**src/rtl/console_pkg.sv**
```systemverilog
// Stream field layout and shared widths for the text-console pixel pipeline.
package console_pkg;
    localparam int STR_W      = 26;
    localparam int ACT_BIT    = 0;
    localparam int VS_BIT     = 1;
    localparam int YC_LSB     = 3;
    localparam int YC_MSB     = 12;
    localparam int XC_LSB     = 13;
    localparam int XC_MSB     = 22;
    localparam int RGB_LSB    = 23;
    localparam int RGB_MSB    = 25;
    localparam int COORD_W    = 10;
    localparam int COLOR_W    = 3;
    localparam int CHAR_W_DEF = 8;
endpackage

```
**src/rtl/blink_timer.sv**
```systemverilog
// Cursor blink phase: counts VS rising edges, toggles blink_on every BLINK_FRAMES frames.
// Latency: blink_on updates on the edge that samples the VS rise.
// Backpressure: none, free-running on px_clk.
module blink_timer #(
    parameter int BLINK_FRAMES = 30
) (
    input  logic px_clk,
    input  logic reset,
    input  logic vs,
    output logic blink_on
);
    localparam int CNT_W = (BLINK_FRAMES > 1) ? $clog2(BLINK_FRAMES) : 1;

    logic             vs_q;
    logic [CNT_W-1:0] frame_cnt;
    logic             vs_rise;

    assign vs_rise = vs & ~vs_q;

    always_ff @(posedge px_clk or posedge reset) begin
        if (reset) begin
            vs_q      <= 1'b0;
            frame_cnt <= '0;
            blink_on  <= 1'b0;
        end else begin
            vs_q <= vs;
            if (vs_rise) begin
                // With BLINK_FRAMES == 1 the compare is always true: toggle every frame.
                if (frame_cnt == CNT_W'(BLINK_FRAMES - 1)) begin
                    frame_cnt <= '0;
                    blink_on  <= ~blink_on;
                end else begin
                    frame_cnt <= frame_cnt + 1'b1;
                end
            end
        end
    end
endmodule

```
**src/rtl/console_glyph_render.sv**
```systemverilog
// Renders text-console glyph pixels (glyph ROM lookup, blinking cursor, fg/bg colour) into the RGB stream.
// Latency: 3 px_clk from RGBStr_i to RGBStr_o; bits [22:0] are delayed unmodified.
// Backpressure: none, one pixel per clock with no bubbles.
module console_glyph_render
    import console_pkg::*;
#(
    parameter int size         = 16,
    parameter int BLINK_FRAMES = 30,
    parameter int CHAR_W       = CHAR_W_DEF,
    localparam int pS          = $clog2(size)
) (
    input  logic                      px_clk,
    input  logic                      reset,
    input  logic [STR_W-1:0]          RGBStr_i,
    input  logic [CHAR_W+COLOR_W-1:0] vram_data,
    output logic [CHAR_W+pS-1:0]      addr_glyph,
    input  logic [size-1:0]           glyph_data,
    input  logic [COLOR_W-1:0]        bg_color,
    input  logic                      enable,
    input  logic                      cursor_en,
    input  logic [COORD_W-pS-1:0]     cursor_x,
    input  logic [COORD_W-pS-1:0]     cursor_y,
    output logic [STR_W-1:0]          RGBStr_o
);
    logic [COORD_W-1:0] xc;
    logic [COORD_W-1:0] yc;
    logic               cursor_hit;

    assign xc = RGBStr_i[XC_MSB:XC_LSB];
    assign yc = RGBStr_i[YC_MSB:YC_LSB];
    assign cursor_hit = cursor_en && (xc[COORD_W-1:pS] == cursor_x)
                                  && (yc[COORD_W-1:pS] == cursor_y);

    logic [STR_W-1:0]   s1_str, s2_str;
    logic [pS-1:0]      s1_col, s2_col;
    logic [COLOR_W-1:0] s1_fg, s2_fg;
    logic               s1_hit, s2_hit;
    logic               s1_en, s2_en;
    logic               blink_on;

    blink_timer #(
        .BLINK_FRAMES(BLINK_FRAMES)
    ) u_blink (
        .px_clk  (px_clk),
        .reset   (reset),
        .vs      (RGBStr_i[VS_BIT]),
        .blink_on(blink_on)
    );

    always_ff @(posedge px_clk or posedge reset) begin
        if (reset) begin
            addr_glyph <= '0;
            s1_str     <= '0;
            s1_col     <= '0;
            s1_fg      <= '0;
            s1_hit     <= 1'b0;
            s1_en      <= 1'b0;
            s2_str     <= '0;
            s2_col     <= '0;
            s2_fg      <= '0;
            s2_hit     <= 1'b0;
            s2_en      <= 1'b0;
        end else begin
            addr_glyph <= {vram_data[CHAR_W-1:0], yc[pS-1:0]};
            s1_str     <= RGBStr_i;
            s1_col     <= xc[pS-1:0];
            s1_fg      <= vram_data[CHAR_W+COLOR_W-1:CHAR_W];
            s1_hit     <= cursor_hit;
            s1_en      <= enable;
            s2_str     <= s1_str;
            s2_col     <= s1_col;
            s2_fg      <= s1_fg;
            s2_hit     <= s1_hit;
            s2_en      <= s1_en;
        end
    end

    // The ROM's own output register is the stage-2 register for the glyph row,
    // so the pixel bit is selected from glyph_data with the stage-2 column.
    logic               pix_bit;
    logic               pix;
    logic [COLOR_W-1:0] rgb_nxt;

    always_comb begin
        pix_bit = glyph_data[pS'(size - 1) - s2_col];
        pix     = pix_bit ^ (s2_hit & blink_on);
        rgb_nxt = pix ? s2_fg : bg_color;
        if (!s2_str[ACT_BIT]) begin
            rgb_nxt = '0;
        end
        if (!s2_en) begin
            rgb_nxt = s2_str[RGB_MSB:RGB_LSB];
        end
    end

    always_ff @(posedge px_clk or posedge reset) begin
        if (reset) begin
            RGBStr_o <= '0;
        end else begin
            RGBStr_o <= {rgb_nxt, s2_str[XC_MSB:0]};
        end
    end
endmodule

```
**config.mk**
```make
export PLATFORM = sky130hd
export DESIGN_NAME = console_glyph_render
export DESIGN_NICKNAME = d
export VERILOG_FILES = /design/src/rtl/console_pkg.sv /design/src/rtl/blink_timer.sv /design/src/rtl/console_glyph_render.sv
export SDC_FILE = /design/constraint.sdc
export NUM_CORES = 1
export LEC_CHECK = 0
export CORE_MARGIN = 3
export CORE_UTILIZATION = 44
export CTS_CLUSTER_DIAMETER = 150
export CTS_CLUSTER_SIZE = 16
export DETAILED_ROUTE_END_ITERATION = 10
export GPL_TIMING_DRIVEN = 0
export MAX_ROUTING_LAYER = met4
export PLACE_DENSITY = 0.78
export SLEW_MARGIN = 20
export SYNTH_ARGS = -nofsm -noshare
export SYNTH_HDL_FRONTEND = slang
export SYNTH_HIERARCHICAL = 1
export SYNTH_SLANG_ARGS = --single-unit
```
**constraint.sdc**
```tcl
create_clock -name px_clk -period 3.53 [get_ports px_clk]
set_clock_uncertainty 0.05 [all_clocks]
set_input_delay 0.353 -clock px_clk [delete_from_list [all_inputs] [get_ports px_clk]]
set_output_delay 0.353 -clock px_clk [all_outputs]
set_load 0.03 [all_outputs]
```
### After elaboration in Yosys (flattened, before gate mapping)

Cells that the tools add are included.

| cells by class | value |
|---|---|
| add/subtract/negate cells | 2 |
| $lt $le $gt $ge | 1 |
| eq/ne operators | 3 |
| mux-type cells | 6 |
| bitwise operators | 5 |
| reduce and logical (&&, ||, !) cells | 3 |

Operators by type and width:

| operator | number |
|---|---|
| == test 6 bit | 2 |
| two-way mux 3 bit | 3 |
| adder 5 x 1 -> 5 bit, second input constant | 1 |
| == test 5 bit, second input constant | 1 |
| less-than comparator 4 x 5 -> 1 bit, second input constant | 1 |
| two-way mux 5 bit | 1 |
| binary-select mux 1 bit (select 4 bit) | 1 |
| subtractor 4 bit, first input constant | 1 |
| AND 1 bit | 2 |
| logical AND 1 bit | 2 |
| inverter 1 bit | 2 |
| AND reduction 2 bit | 1 |
| two-way mux 1 bit | 1 |
| XOR 1 bit | 1 |

| word-level totals | value |
|---|---|
| register bits after elaboration | 115 |
| bits of input ports | 72 |
| output and inout bits | 38 |

### Depth between registers and ports, before layout

Gate-level depths: netlist (run 1).

| depth | value |
|---|---|
| depth in word-level cells | 7 |
| mapped depth | 6 |

### Cells and area by module

The synthesis (run 1) kept the hierarchy.

By module, submodules not included:

| module | instances | cells an instance | area an instance (um2) |
|---|---|---|---|
| console_glyph_render | 1 | 150 | 2,842.7 |
| blink_timer | 1 | 35 | 345.3 |

### Worst setup path before layout (run 1)

OpenSTA, ideal clock, no wires.

| timing path | value |
|---|---|
| kind | flip-flop to flip-flop |
| start point | register s2_col[1] |
| end point | register RGBStr_o[23] |
| data arrival time | 1,800 ps |
| data required time | 3,390 ps |
| path slack | 1,590 ps |
| cell stages (with the launch flop) | 7 |
| clock period less this slack | 1,940 ps |
| cells stage by stage | dfrtp_1 > buf_6 > mux2i_1 > mux4_2 > mux2_4 > or2_4 > o221ai_1 |

| on the way | value |
|---|---|
| longest elaborated chain between the ends | 7 |

Ends and longest elaborated chain:

| element | RTL line | RTL |
|---|---|---|
| from (decl) | console_glyph_render.sv:35 | `logic [pS-1:0] s1_col, s2_col;` |
| from (signal assigned) | console_glyph_render.sv:71 | `s2_col <= s1_col;` |
| subtractor 4 bit | console_glyph_render.sv:85 | `pix_bit = glyph_data[pS'(size - 1) - s2_col];` |
| binary-select mux 1 bit (select 4 bit) | console_glyph_render.sv:85 |  |
| two-way mux 1 bit (implied by the code) | console_glyph_render.sv:85 |  |
| XOR 1 bit | console_glyph_render.sv:86 | `pix = pix_bit ^ (s2_hit & blink_on);` |
| two-way mux 3 bit | console_glyph_render.sv:87 | `rgb_nxt = pix ? s2_fg : bg_color;` |
| two-way mux 3 bit | console_glyph_render.sv:88 | `if (!s2_str[ACT_BIT]) begin` |
| two-way mux 3 bit | console_glyph_render.sv:91 | `if (!s2_en) begin` |
| named net rgb_nxt[0] | console_glyph_render.sv:82 | `logic [COLOR_W-1:0] rgb_nxt;` |
| to (signal assigned) | console_glyph_render.sv:100 | `RGBStr_o <= {rgb_nxt, s2_str[XC_MSB:0]};` |
| to (decl) | console_glyph_render.sv:23 | `output logic [STR_W-1:0] RGBStr_o` |

The timed path passes the listed nets, and every way through them passes these cells. The select of a mux whose other input is x is not followed.
A chain may end at the register's enable or synchronous reset.

### Final worst setup path (run 1)

| timing path | value |
|---|---|
| start point | register s2_col[1] |
| end point | register RGBStr_o[24] |

The elaborated chain is that of the path after synthesis.

==> flow_metrics.py, run 1 <==
metrics = {
    "power_and_ir_drop": {
        "p_comb_share_pct": 13.6,
        "power_mw": 2.28,
        "power.static_leakage_nw": 1.99,
        "power_density_mw_per_mm2": 494,
        "switching_power_mw": 0.572,
        "p_clk_share_pct": 28.9,
        "ir_drop_uv": 267,
        "swShare_pct": 25.1,
        "power.internal_mw": 1.70,
        "seq_power_share_pct": 57.5,
    },
    "timing": {
        "final_hold_viol_count": 0,
        "rsz0062_at_grt": "false",
        "fin_crit_ns": 2.12,
        "setup_tns_ns": 0,
        "tightest_slew_ns": 0.463,
        "timing.slew.headroom_pct": 69.1,
        "max_freq_mhz": 472,
        "fin_crit_sh_pct": 60.0,
        "setup_viol": 0,
        "drv_slew": 0,
        "timing.hold.ws_ns": 0.271,
    },
    "cells_and_area": {
        "nets": 380,
        "synthToLayoutAreaGrowth_pct": 44.6,
        "final_cells": 406,
        "layout_commonest_cell": "clkdlybuf4s50_1",
        "nFillCells": 524,
        "drive_above_1_share_pct": 8.39,
        "antenna_cells": 0,
        "layout_common_cells": "clkdlybuf4s50_1 (109), dfrtp_1 (103), clkbuf_8 (10), mux2i_1 (9), xnor2_1 (8)",
        "final_area_mm2": 0.00461,
    },
    "critical_path": {
        "rr_endpoint": "RGBStr_o[24]$_DFF_PP0_",
        "path_class": "register to register",
        "r2r_setup_slack_ns": 1.41,
        "worstRegToRegCells": 6,
        "cp_max_fo": 8,
        "endpoint_kind": "register",
        "worstSetupStartpoint": "s2_col[1]$_DFF_PP0_",
        "critical_path.startpoint_type": "register",
        "cp.required_ns": 3.72,
        "critPathArrivalTime_ns": 2.31,
        "worstReg2RegStart": "s2_col[1]$_DFF_PP0_",
    },
    "logic_synthesis": {
        "syn_area_per_cell_um2": 17.2,
        "ys_types": 30,
        "syn-cell-area_mm2": 0.00319,
        "synthCells": 185,
        "yosysWarningCount": 6,
        "synth-seq-cells": 103,
        "synth_fp_nets": 259,
        "seq_area_frac_synth_pct": 80.8,
    },
    "global_route": {
        "grt_remaining_overflow": 0,
        "antenna_found_initial": 0,
        "grt_pass1_wl_mm": 8.58,
        "grt_start_max_net_pins": 60,
        "grtUsageTotal_pct": 13.6,
        "grt_pass1_vias": 1901,
    },
    "drt": {
        "drtIter0Drc": 60,
        "drtAntennaViolNets": 0,
        "vias": 1830,
        "vias_per_cell": 4.51,
        "post_drt_wl_per_cell_um": 13.0,
        "drt_wl_total_mm": 5.28,
        "dr.pass1.iters": 4,
        "drc": 0,
    },
    "place": {
        "place_inst": 391,
        "hpwl_mm": 3.95,
        "placed_cell_area_mm2": 0.00443,
        "gp_congestion": 0.816,
        "port_buffers": 109,
    },
    "run": {
        "drv_cap": 0,
    },
    "floorplan": {
        "num_rows": 30,
        "dieArea_mm2": 0.00830,
        "boundaryPins": 110,
        "initial_utilization_pct": 46.2,
        "die_x_um": 91.1,
        "die_h_um": 91.1,
        "coreArea_mm2": 0.00691,
    },
    "cts": {
        "clockBufferDepth": 2,
        "numCtsBuffers": 9,
        "cts_sinks": 103,
        "cts_resized": 0,
        "hold_buffers": 0,
        "post-cts-setup-buffers": 0,
        "clkTransAtPathRegs_ns": 0.09,
        "cts_root_buf": "clkbuf_8",
        "htreeDepth": 3,
        "cts_tree": "built",
        "clk_latency_ns": 0.34,
    },
    "worst_hold_path": {
        "hold_path_class": "input port to async pin",
    },
    "run_status": {
        "outcome": "finished clean",
    },
}
==> power groups by stage <==
stage / Combinational, mW / Clock (mW) / Sequential (mW)
after floorplan: 0.109 / 0 / 1.36
after global placement: 0.298 / 0 / 1.33
after detailed placement: 0.313 / 0 / 1.33
after CTS: 0.315 / 0.679 / 1.31
after global routing: 0.335 / 0.733 / 1.32
final: 0.309 / 0.657 / 1.31
==> state kept, by name, summed over array words and instances (netlist names) <==
name,flops
s2_en,1
s2_str,23
RGBStr_o,26
s1_col,3
s1_str,23
s1_en,1
s2_hit,1
u_blink/vs_q,1
s1_hit,1
u_blink/frame_cnt,5
s2_fg,3
addr_glyph,8
s2_col,3
u_blink/blink_on,1
s1_fg,3
==> stage by stage <==
step | setup WS, ns | utilization [%]
final | 1.41 | 66.7
after global routing | 1.34 | 66.7
after CTS | 1.39 | 66.7
after detailed placement | 1.18 | 64.1
after global placement | -0.626 | 63.7
after floorplan | 0.622 | -
==> worst max-delay path by stage <==
stage                                    to  slack [ns]  cells past startpoint
floorplan             RGBStr_o[0]$_DFF_PP0_        0.62                      1
global placement    addr_glyph[5]$_DFF_PP0_       -0.63                      2
detailed placement   RGBStr_o[24]$_DFF_PP0_        1.18                      6
CTS                  RGBStr_o[24]$_DFF_PP0_        1.39                      6
global route         RGBStr_o[24]$_DFF_PP0_        1.34                      6
finish               RGBStr_o[24]$_DFF_PP0_        1.41                      6
==> cell usage after synthesis <==
| cell type | instances | area share (%) |
|---|---|---|
| dfrtp_1 | 103 | 81 |
| mux2i_1 | 9 | 2.8 |
| xnor2_1 | 8 | 2.2 |
| inv_1 | 7 | 0.82 |
| nand3_1 | 6 | 0.94 |
| nand2_1 | 5 | 0.59 |
| xor2_1 | 5 | 1.4 |
| buf_4 | 4 | 0.94 |
| nand4_1 | 4 | 0.78 |
| nor2_1 | 3 | 0.35 |
| o2111ai_1 | 3 | 0.82 |
| o21ai_0 | 3 | 0.47 |
| o221ai_1 | 3 | 0.82 |
| a21oi_1 | 2 | 0.31 |
| ha_1 | 2 | 0.78 |
| mux4_2 | 2 | 1.4 |
| nand2b_1 | 2 | 0.39 |
| o21ai_1 | 2 | 0.31 |
| a22oi_1 | 1 | 0.24 |
| a31oi_1 | 1 | 0.20 |
| and2b_1 | 1 | 0.24 |
| buf_1 | 1 | 0.12 |
| buf_6 | 1 | 0.35 |
| mux2_4 | 1 | 0.47 |
| nand3b_1 | 1 | 0.24 |
| nand4b_1 | 1 | 0.27 |
| nor3_1 | 1 | 0.16 |
| nor4_1 | 1 | 0.20 |
| o31ai_1 | 1 | 0.24 |
| or2_4 | 1 | 0.27 |
==> cells by family (layout without fill, tap and decap cells) <==
kind of cell             count (synthesis)  after routing  share of synthesized area, %
AO/OA/AOI/OAI                           16             16                          3.41
XOR/XNOR                                13             13                          3.57
adder cells (fa/ha/maj)                  2              2                         0.785
buffers and inverters                   13            138                          2.24
flip-flops                             103            103                          80.8
multiplexers                            12             12                          4.71
AND/OR/NAND/NOR                         26             26                          4.43
==> routing by layer <==
metal	vias to the layer above	routed length, um	GRT usage [%]	part of all wire, %
met5	-	0	-	0
met4	0	64	4.90	1.2
met3	9	469	5.22	8.9
met2	83	2730	23.5	52
met1	877	2020	14.1	38
li1	861	-	-	-
==> area by class of cell <==
| class | count | area [um^2] | share of cell area (%) |
|---|---|---|---|
| multi-input cells | 69 | 539 | 11.7 |
| plain buffers | 6 | 45.0 | 0.977 |
| repair buffers | 110 | 1120 | 24.3 |
| well taps | 96 | 120 | 2.61 |
| clock buffers | 10 | 138 | 2.99 |
| flip-flops and latches | 103 | 2580 | 55.9 |
| clock inverters | 5 | 42.5 | 0.923 |
| inverters | 7 | 28.8 | 0.624 |
==> worst max-delay path, cell delays in order (launching register included) <==
cell and delay (ns):
dfrtp_1 0.40, buf_6 0.15, mux2i_1 0.12, mux4_2 0.50, mux2_4 0.34, or2_4 0.27, o221ai_1 0.20
Note: power is estimated with default switching activity, not from simulation.
==> run 2, diff against run 1 <==
--- a/config.mk
+++ b/config.mk
@@ -6,13 +6,13 @@
 export NUM_CORES = 1
 export LEC_CHECK = 0
 export CORE_MARGIN = 3
-export CORE_UTILIZATION = 44
+export CORE_UTILIZATION = 40
 export CTS_CLUSTER_DIAMETER = 150
 export CTS_CLUSTER_SIZE = 16
 export DETAILED_ROUTE_END_ITERATION = 10
 export GPL_TIMING_DRIVEN = 0
 export MAX_ROUTING_LAYER = met4
-export PLACE_DENSITY = 0.78
+export PLACE_DENSITY = 0.75
 export SLEW_MARGIN = 20
 export SYNTH_ARGS = -nofsm -noshare
 export SYNTH_HDL_FRONTEND = slang
==> constraint.sdc (replaced) <==
create_clock -name px_clk -period 1.9 [get_ports px_clk]
set_clock_uncertainty 0.05 [all_clocks]
set_input_delay 0.19 -clock px_clk [delete_from_list [all_inputs] [get_ports px_clk]]
set_output_delay 0.19 -clock px_clk [all_outputs]
set_load 0.03 [all_outputs]
==> flow_metrics.py, run 2 (same netlist as run 1, synthesis figures left out) <==
metrics = {
    "power_and_ir_drop": {
        "power_density_mw_per_mm2": 984,
        "power.static_leakage_nw": 2.04,
        "ir_drop_uv": 484,
    },
    "floorplan": {
        "die_x_um": 95.3,
        "num_rows": 31,
        "initial_utilization_pct": 42.6,
        "dieArea_mm2": 0.00908,
        "boundaryPins": 110,
        "die_h_um": 95.3,
        "coreArea_mm2": 0.00749,
    },
    "worst_hold_path": {
        "hold_path_class": "input port to async pin",
    },
    "critical_path": {
        "cp_max_fo": 8,
        "path_cells": "buf_6 > mux2i_1 > mux4_2 > mux2_4 > or2_4 > o221ai_2",
        "slowest_delay_ns": 0.49,
        "cp.required_ns": 2.12,
        "cp_top_family": "multiplexers",
        "crit_slowest_cell": "mux4_2",
        "path_class": "register to register",
        "path_buf_inv": 1,
        "critPathArrivalTime_ns": 2.26,
        "endpoint_kind": "register",
        "critical_path.startpoint_type": "register",
        "r2r_setup_slack_ns": -0.14,
    },
    "global_route": {
        "antenna_found_initial": 0,
        "grt_start_max_net_pins": 37,
        "grt_remaining_overflow": 0,
        "grtUsageTotal_pct": 13.4,
        "grt_pass1_vias": 1951,
        "grt_pass1_wl_mm": 8.83,
    },
    "place": {
        "gp_congestion": 0.826,
        "place_inst": 395,
        "dp_slack_ns": -0.215,
        "port_buffers": 109,
        "hpwl_mm": 4.01,
    },
    "cells_and_area": {
        "nets": 381,
        "largest-register": "RGBStr_o",
        "layout_commonest_cell": "clkdlybuf4s50_1",
        "antenna_cells": 0,
        "largest_reg_flops": 26,
        "layout_common_cells": "clkdlybuf4s50_1 (109), dfrtp_1 (103), clkbuf_8 (10), mux2i_1 (8), xnor2_1 (8)",
        "nFillCells": 574,
        "multiInputGateArea_um2": 568,
        "drive_above_1_share_pct": 10.6,
        "final_cells": 411,
        "regArea_mm2": 0.00258,
        "largestRegisters": "RGBStr_o (26), s1_str (23), s2_str (23)",
        "synthToLayoutAreaGrowth_pct": 48.3,
    },
    "drt": {
        "wl_met2_mm": 2.77,
        "drtAntennaViolNets": 0,
        "drt_wl_total_mm": 5.50,
        "vias_per_cell": 4.51,
        "wl_met3_um": 664,
        "drtIter0Drc": 52,
        "wl_met1_mm": 2.01,
        "vias": 1853,
        "route.top_layer_used": "met4",
        "drc": 0,
        "post_drt_wl_per_cell_um": 13.4,
        "dr.pass1.iters": 4,
    },
    "timing": {
        "fin_crit_sh_pct": 108,
        "final_hold_viol_count": 0,
        "drv_slew": 0,
        "timing.slew.headroom_pct": 60.0,
        "setup_viol": 3,
        "setup_tns_ns": -0.391,
        "final.setup.worst_slack_ns": -0.143,
        "max_freq_mhz": 490,
        "fin_crit_ns": 2.04,
        "tightest_slew_ns": 0.599,
        "rsz0062_at_grt": "true",
    },
    "cts": {
        "hold_buffers": 0,
        "cts_sinks": 103,
        "clockBufferDepth": 2,
        "htreeDepth": 3,
        "clkTransAtPathRegs_ns": 0.09,
        "cts_root_buf": "clkbuf_8",
        "cts_tree": "built",
        "numCtsBuffers": 9,
        "post-cts-setup-buffers": 0,
        "clk_latency_ns": 0.35,
    },
    "run_status": {
        "violations": "setup timing",
        "outcome": "complete, but fails checks",
    },
    "run": {
        "drv_cap": 0,
    },
}
## run 2: layer usage
metal / global-route usage (%) / up-vias
li1: - / 864
met3: 4.81 / 5
met4: 6.13 / 0
met1: 14.1 / 899
met2: 22.6 / 85
met5: - / -
## run 2: metrics by stage
stage                     power, mW  cell area [um^2]  hold WS, ns  util (%)
final                          4.65              4730        0.102      63.2
after global routing           4.89              4730        0.100      63.2
after CTS                      4.71              4720       0.0888      63.1
after detailed placement       3.05              4450        0.285      59.5
after global placement         3.02              4410        0.281      59.0
after floorplan                2.74              3200      -0.0566         -
## run 2: cell type report
type / instances / share of cell area (%)
inverter: 7 / 0.635
tap: 99 / 2.62
buffer: 6 / 0.953
clock inverter: 6 / 2.43
multi-input combinational: 69 / 12.0
clock buffer: 10 / 2.91
timing repair buffer: 111 / 23.9
sequential: 103 / 54.5
## run 2: timing repair
item / CTS / global route
endpoints found under the setup margin: 3 / 3
pin swaps: 0 / 1
gates resized for setup: 3 / 1
## run 2: path summary, 6_finish.rpt
| kind | end | from | cells after the start |
|---|---|---|---|
| setup reg to reg | RGBStr_o[25]$_DFF_PP0_ | s2_col[1]$_DFF_PP0_ | 6 |
| max in group asynchronous | RGBStr_o[21]$_DFF_PP0_ | reset | 3 |
| min in group px_clk | s1_str[23]$_DFF_PP0_ | RGBStr_i[23] | 1 |
| setup / recovery | RGBStr_o[25]$_DFF_PP0_ | s2_col[1]$_DFF_PP0_ | 6 |
| hold reg to reg | s2_en$_DFF_PP0_ | s1_en$_DFF_PP0_ | 0 |
| hold / removal | u_blink/frame_cnt[0]$_DFFE_PP0P_ | reset | 2 |
## run 2: power by group
part / internal [mW] / switching, mW / total (mW)
Sequential: 2.34 / 0.0940 / 2.43
Combinational: 0.315 / 0.268 / 0.583
Clock: 0.920 / 0.718 / 1.64
Total: 3.57 / 1.08 / 4.65
==> variant 1, RTL diff (settings of run 1) <==
Take the reset off `addr_glyph` and load it in a clocked block of its own.
--- a/src/rtl/console_glyph_render.sv
+++ b/src/rtl/console_glyph_render.sv
@@ -50,5 +50,4 @@
     always_ff @(posedge px_clk or posedge reset) begin
         if (reset) begin
-            addr_glyph <= '0;
             s1_str     <= '0;
             s1_col     <= '0;
@@ -62,5 +61,4 @@
             s2_en      <= 1'b0;
         end else begin
-            addr_glyph <= {vram_data[CHAR_W-1:0], yc[pS-1:0]};
             s1_str     <= RGBStr_i;
             s1_col     <= xc[pS-1:0];
@@ -74,4 +72,8 @@
             s2_en      <= s1_en;
         end
+    end
+
+    always_ff @(posedge px_clk) begin
+        addr_glyph <= {vram_data[CHAR_W-1:0], yc[pS-1:0]};
     end
 
Behaviour: not the same (Yosys sat finds a counterexample within 4 cycles, from zero or initial values and one cycle with reset high).
==> variant 1 against run 1 <==
- maximum frequency increased by 2.2%
- sequential share of layout area increased by 0.85 points
- non-clock buffer count shrank 4
- routed wire length increased by 5.5%
- total power is 1.8% higher
- synthesized area increased by 0.31%
- die area is 0.30% higher
- sequential cell count is 4 higher
- setup slack better by 45 ps
- design area about the same
- synthesized cell count unchanged
- clock power is essentially flat
==> variant 1: results (changes against run 1) <==
stage	metric	value	unit	change
synth	Avg Cell Area, Syn	17.29	µm²	+0.31%
placement	Placer Congestion	0.8140		-0.29%
global_route	vias in the first global route	1858		-2.3%
layout	layout cell share with drive strength beyond 1	7.074	%	-1.3 points
worst_setup_path	setup slack, reg-to-reg	1460	ps	+40 ps
global_route	met1 usage	13.75	%	-0.36 points
timing	worst slew pin tran	508.3	ps	+45.31 ps
layout	Seq/total area	56.77	%	+0.85 points
synth	top post-synthesis cells by area	dfrtp_1, dfxtp_1, mux2i_1, xnor2_1, mux4_2		
layout	buffering overhead	24.42	%	-0.82 points
worst_setup_path	Crit path largest cell delay	480	ps	-20 ps
timing	Tcrit/Tclk final	58.75	%	-1.3 points
layout	ant diodes	0		unchanged
global_route	largest net degree at the start of global routing	47		-22%
cts	clock sinks	107		+3.9%
synth	multiplexer area fraction after synthesis	4.695	%	-0.015 points
global_route	met2 GRT Util	25.20	%	+1.7 points
routing	vias per cell	4.506		about the same
routing	WL/cell	13.69	µm	+5.3%
power_and_ir_drop	VDD IR max	0.2331	mV	-13%
placement	Placement Cell Area	4432	µm²	about the same
synth	Seq/Total Area, Yosys	81.85	%	+1.0 points
layout	fillers	523		-0.19%
power_and_ir_drop	PD cells	502.1	nW/µm²	+1.7%
layout	ClkCell Share	3.881	%	-0.028 points
routing	wire length on met2	3.040	mm	+11%
global_route	GRT met3 Usage	2.734	%	-2.5 points
routing	Total Wirelength	5.571	mm	+5.5%
global_route	global-route usage over all layers	14.15	%	+0.53 points
placement	Place WS	1196	ps	+15.39 ps
synth	post-synthesis adder-cell area fraction	0.7825	%	-0.0025 points
synth	most instantiated cells after synthesis	dfrtp_1, dfxtp_1, mux2i_1		
synth	post-synthesis compound-gate area fraction	3.404	%	-0.011 points
outcome	status	finished, final reports clean		
global_route	first-pass GRT wire length	8.687	mm	+1.3%
routing	routed length on met3	293	µm	-38%
-- variant 1: where the power goes --
part           switching, mW  total (mW)  internal (mW)
sequential            0.0521        1.36           1.30
clock                  0.392       0.656          0.264
combinational          0.141       0.303          0.163
total                  0.584        2.32           1.73
-- variant 1: how the worst max path moves through the flow --
stage | startpoint | endpoint | cells past startpoint
2_1_floorplan | reset | RGBStr_o[0] | 1
3_3_place_gp | reset | s1_str[6] | 2
3_5_place_dp | glyph_data[11] | RGBStr_o[24] | 6
4_1_cts | s2_col[1] | RGBStr_o[24] | 6
5_1_grt | s2_col[1] | RGBStr_o[25] | 6
6_report | s2_col[1] | RGBStr_o[24] | 6
-- variant 1: stage by stage --
stage | utilization [%] | hold slack, ps
after floorplan | - | 106.4
after global placement | 63.84 | 281.4
after detailed placement | 64.17 | 284.7
after CTS | 66.76 | 263.5
after global routing | 66.76 | 285.4
final | 66.76 | 276.6
==> variant 2, RTL diff (flow settings as in run 1) <==
Made on the original files. The parameter `size` goes from 16 to 32.
--- a/src/rtl/console_glyph_render.sv
+++ b/src/rtl/console_glyph_render.sv
@@ -5,5 +5,5 @@
     import console_pkg::*;
 #(
-    parameter int size         = 16,
+    parameter int size         = 32,
     parameter int BLINK_FRAMES = 30,
     parameter int CHAR_W       = CHAR_W_DEF,
Interface: changed (resized addr_glyph, cursor_x, cursor_y and glyph_data); port bits go from 110 to 125. No check against the original RTL was run, so the function may have changed too.
==> variant 2 against run 1 <==
- setup slack got worse by 37 ps
- maximum frequency down 1.7%
- total power grew 1.3%
- combinational power up 12%
- via count is 14% higher
- global-route usage up 2.3 points
- sequential cell count is the same
- routed wire length up 19%
- first-iteration DRC count is 50% higher
- synthesized area up 4.9%
- design area rose by 6.7%
- largest power group unchanged
==> variant 2: results (changes against run 1) <==
stage	metric	value	unit	change
synth	Synth cell types	33		+10%
timing	worst slew pin tran	517.1	ps	+54.19 ps
global_route	largest net degree at the start of global routing	57		-5.0%
worst_setup_path	CP max FO	10		+2
power_and_ir_drop	VDD IR max	0.2925	mV	+9.6%
global_route	global-route usage over all layers	15.96	%	+2.3 points
layout	Total Nets Final	433		+14%
worst_setup_path	CP top delay family	compound AO/OA/AOI/OAI gates		
placement	PortBufs	124		+14%
layout	Largest regs	RGBStr_o (26), s1_str (22), s2_str (22)		
synth	syn nets	297		+15%
placement	Detailed Place HPWL	4.825	mm	+22%
layout	layout cell share with drive strength beyond 1	7.429	%	-0.96 points
placement	Placer Congestion	0.7733		-5.3%
routing	max layer used	met4		
power_and_ir_drop	Clock power frac	28.1	%	-0.8 points
synth	top post-synthesis cells by area	dfrtp_1, mux2i_1, xnor2_1, nand2_1, a22oi_1		
synth	Post-Synth XOR/XNOR Area	2.880	%	-0.69 points
synth	post-synthesis adder-cell area fraction	0.7479	%	-0.037 points
outcome	status	finished, final reports clean		
routing	Total Wirelength	6.299	mm	+19%
worst_setup_path	crit path max-delay cell type	dfrtp_1		
power_and_ir_drop	Seq pwr share	56.9	%	-0.6 points
placement	Place WS	1216	ps	+36.03 ps
synth	post-synthesis compound-gate area fraction	4.974	%	+1.6 points
synth	multiplexer area fraction after synthesis	5.385	%	+0.68 points
routing	Initial DRC Count	90		+50%
layout	Layout Cells excl Fill	449		+11%
routing	routed length on met3	627	µm	+34%
cts	Clock H-tree levels	3		unchanged
routing	vias per cell	4.630		+2.7%
global_route	first-pass GRT wire length	10.11	mm	+18%
routing	DRT met1 WL	2.367	mm	+17%
power_and_ir_drop	sw power	594.4	µW	+3.9%
global_route	vias in the first global route	2234		+18%
power_and_ir_drop	cell leakage power	2.124	nW	+6.6%
power_and_ir_drop	Overall Power	2.305	mW	+1.3%
routing	wire length on met2	3.172	mm	+16%
global_route	GRT met3 Usage	7.321	%	+2.1 points
global_route	met1 usage	16.50	%	+2.4 points
synth	Mapped Cells	209		+13%
worst_setup_path	Crit path largest cell delay	370	ps	-130 ps
layout	fillers	546		+4.2%
placement	Placement Cell Area	4741	µm²	+7.0%
global_route	met2 GRT Util	26.09	%	+2.6 points
==> variant 2: path summary, 6_finish.rpt <==
check / cells past startpoint / from / end / slack, ps
max in group asynchronous: 3 / reset / RGBStr_o[3] / 2430
max: 9 / s2_col[1] / RGBStr_o[25] / 1370
min reg2reg: 0 / s1_col[2] / s2_col[2] / 300
min: 2 / reset / u_blink/vs_q / 290
max reg2reg: 9 / s2_col[1] / RGBStr_o[25] / 1370
min in group px_clk: 0 / s1_col[2] / s2_col[2] / 300
==> variant 2: area by class of cell <==
| class | count | share of cell area [%] |
|---|---|---|
| clock inverter | 5 | 0.8908 |
| tap | 99 | 2.520 |
| inverter | 4 | 0.3563 |
| sequential | 103 | 52.43 |
| timing repair buffer | 125 | 25.81 |
| clock buffer | 11 | 2.672 |
| buffer | 7 | 1.400 |
| multi-input combinational | 95 | 13.92 |
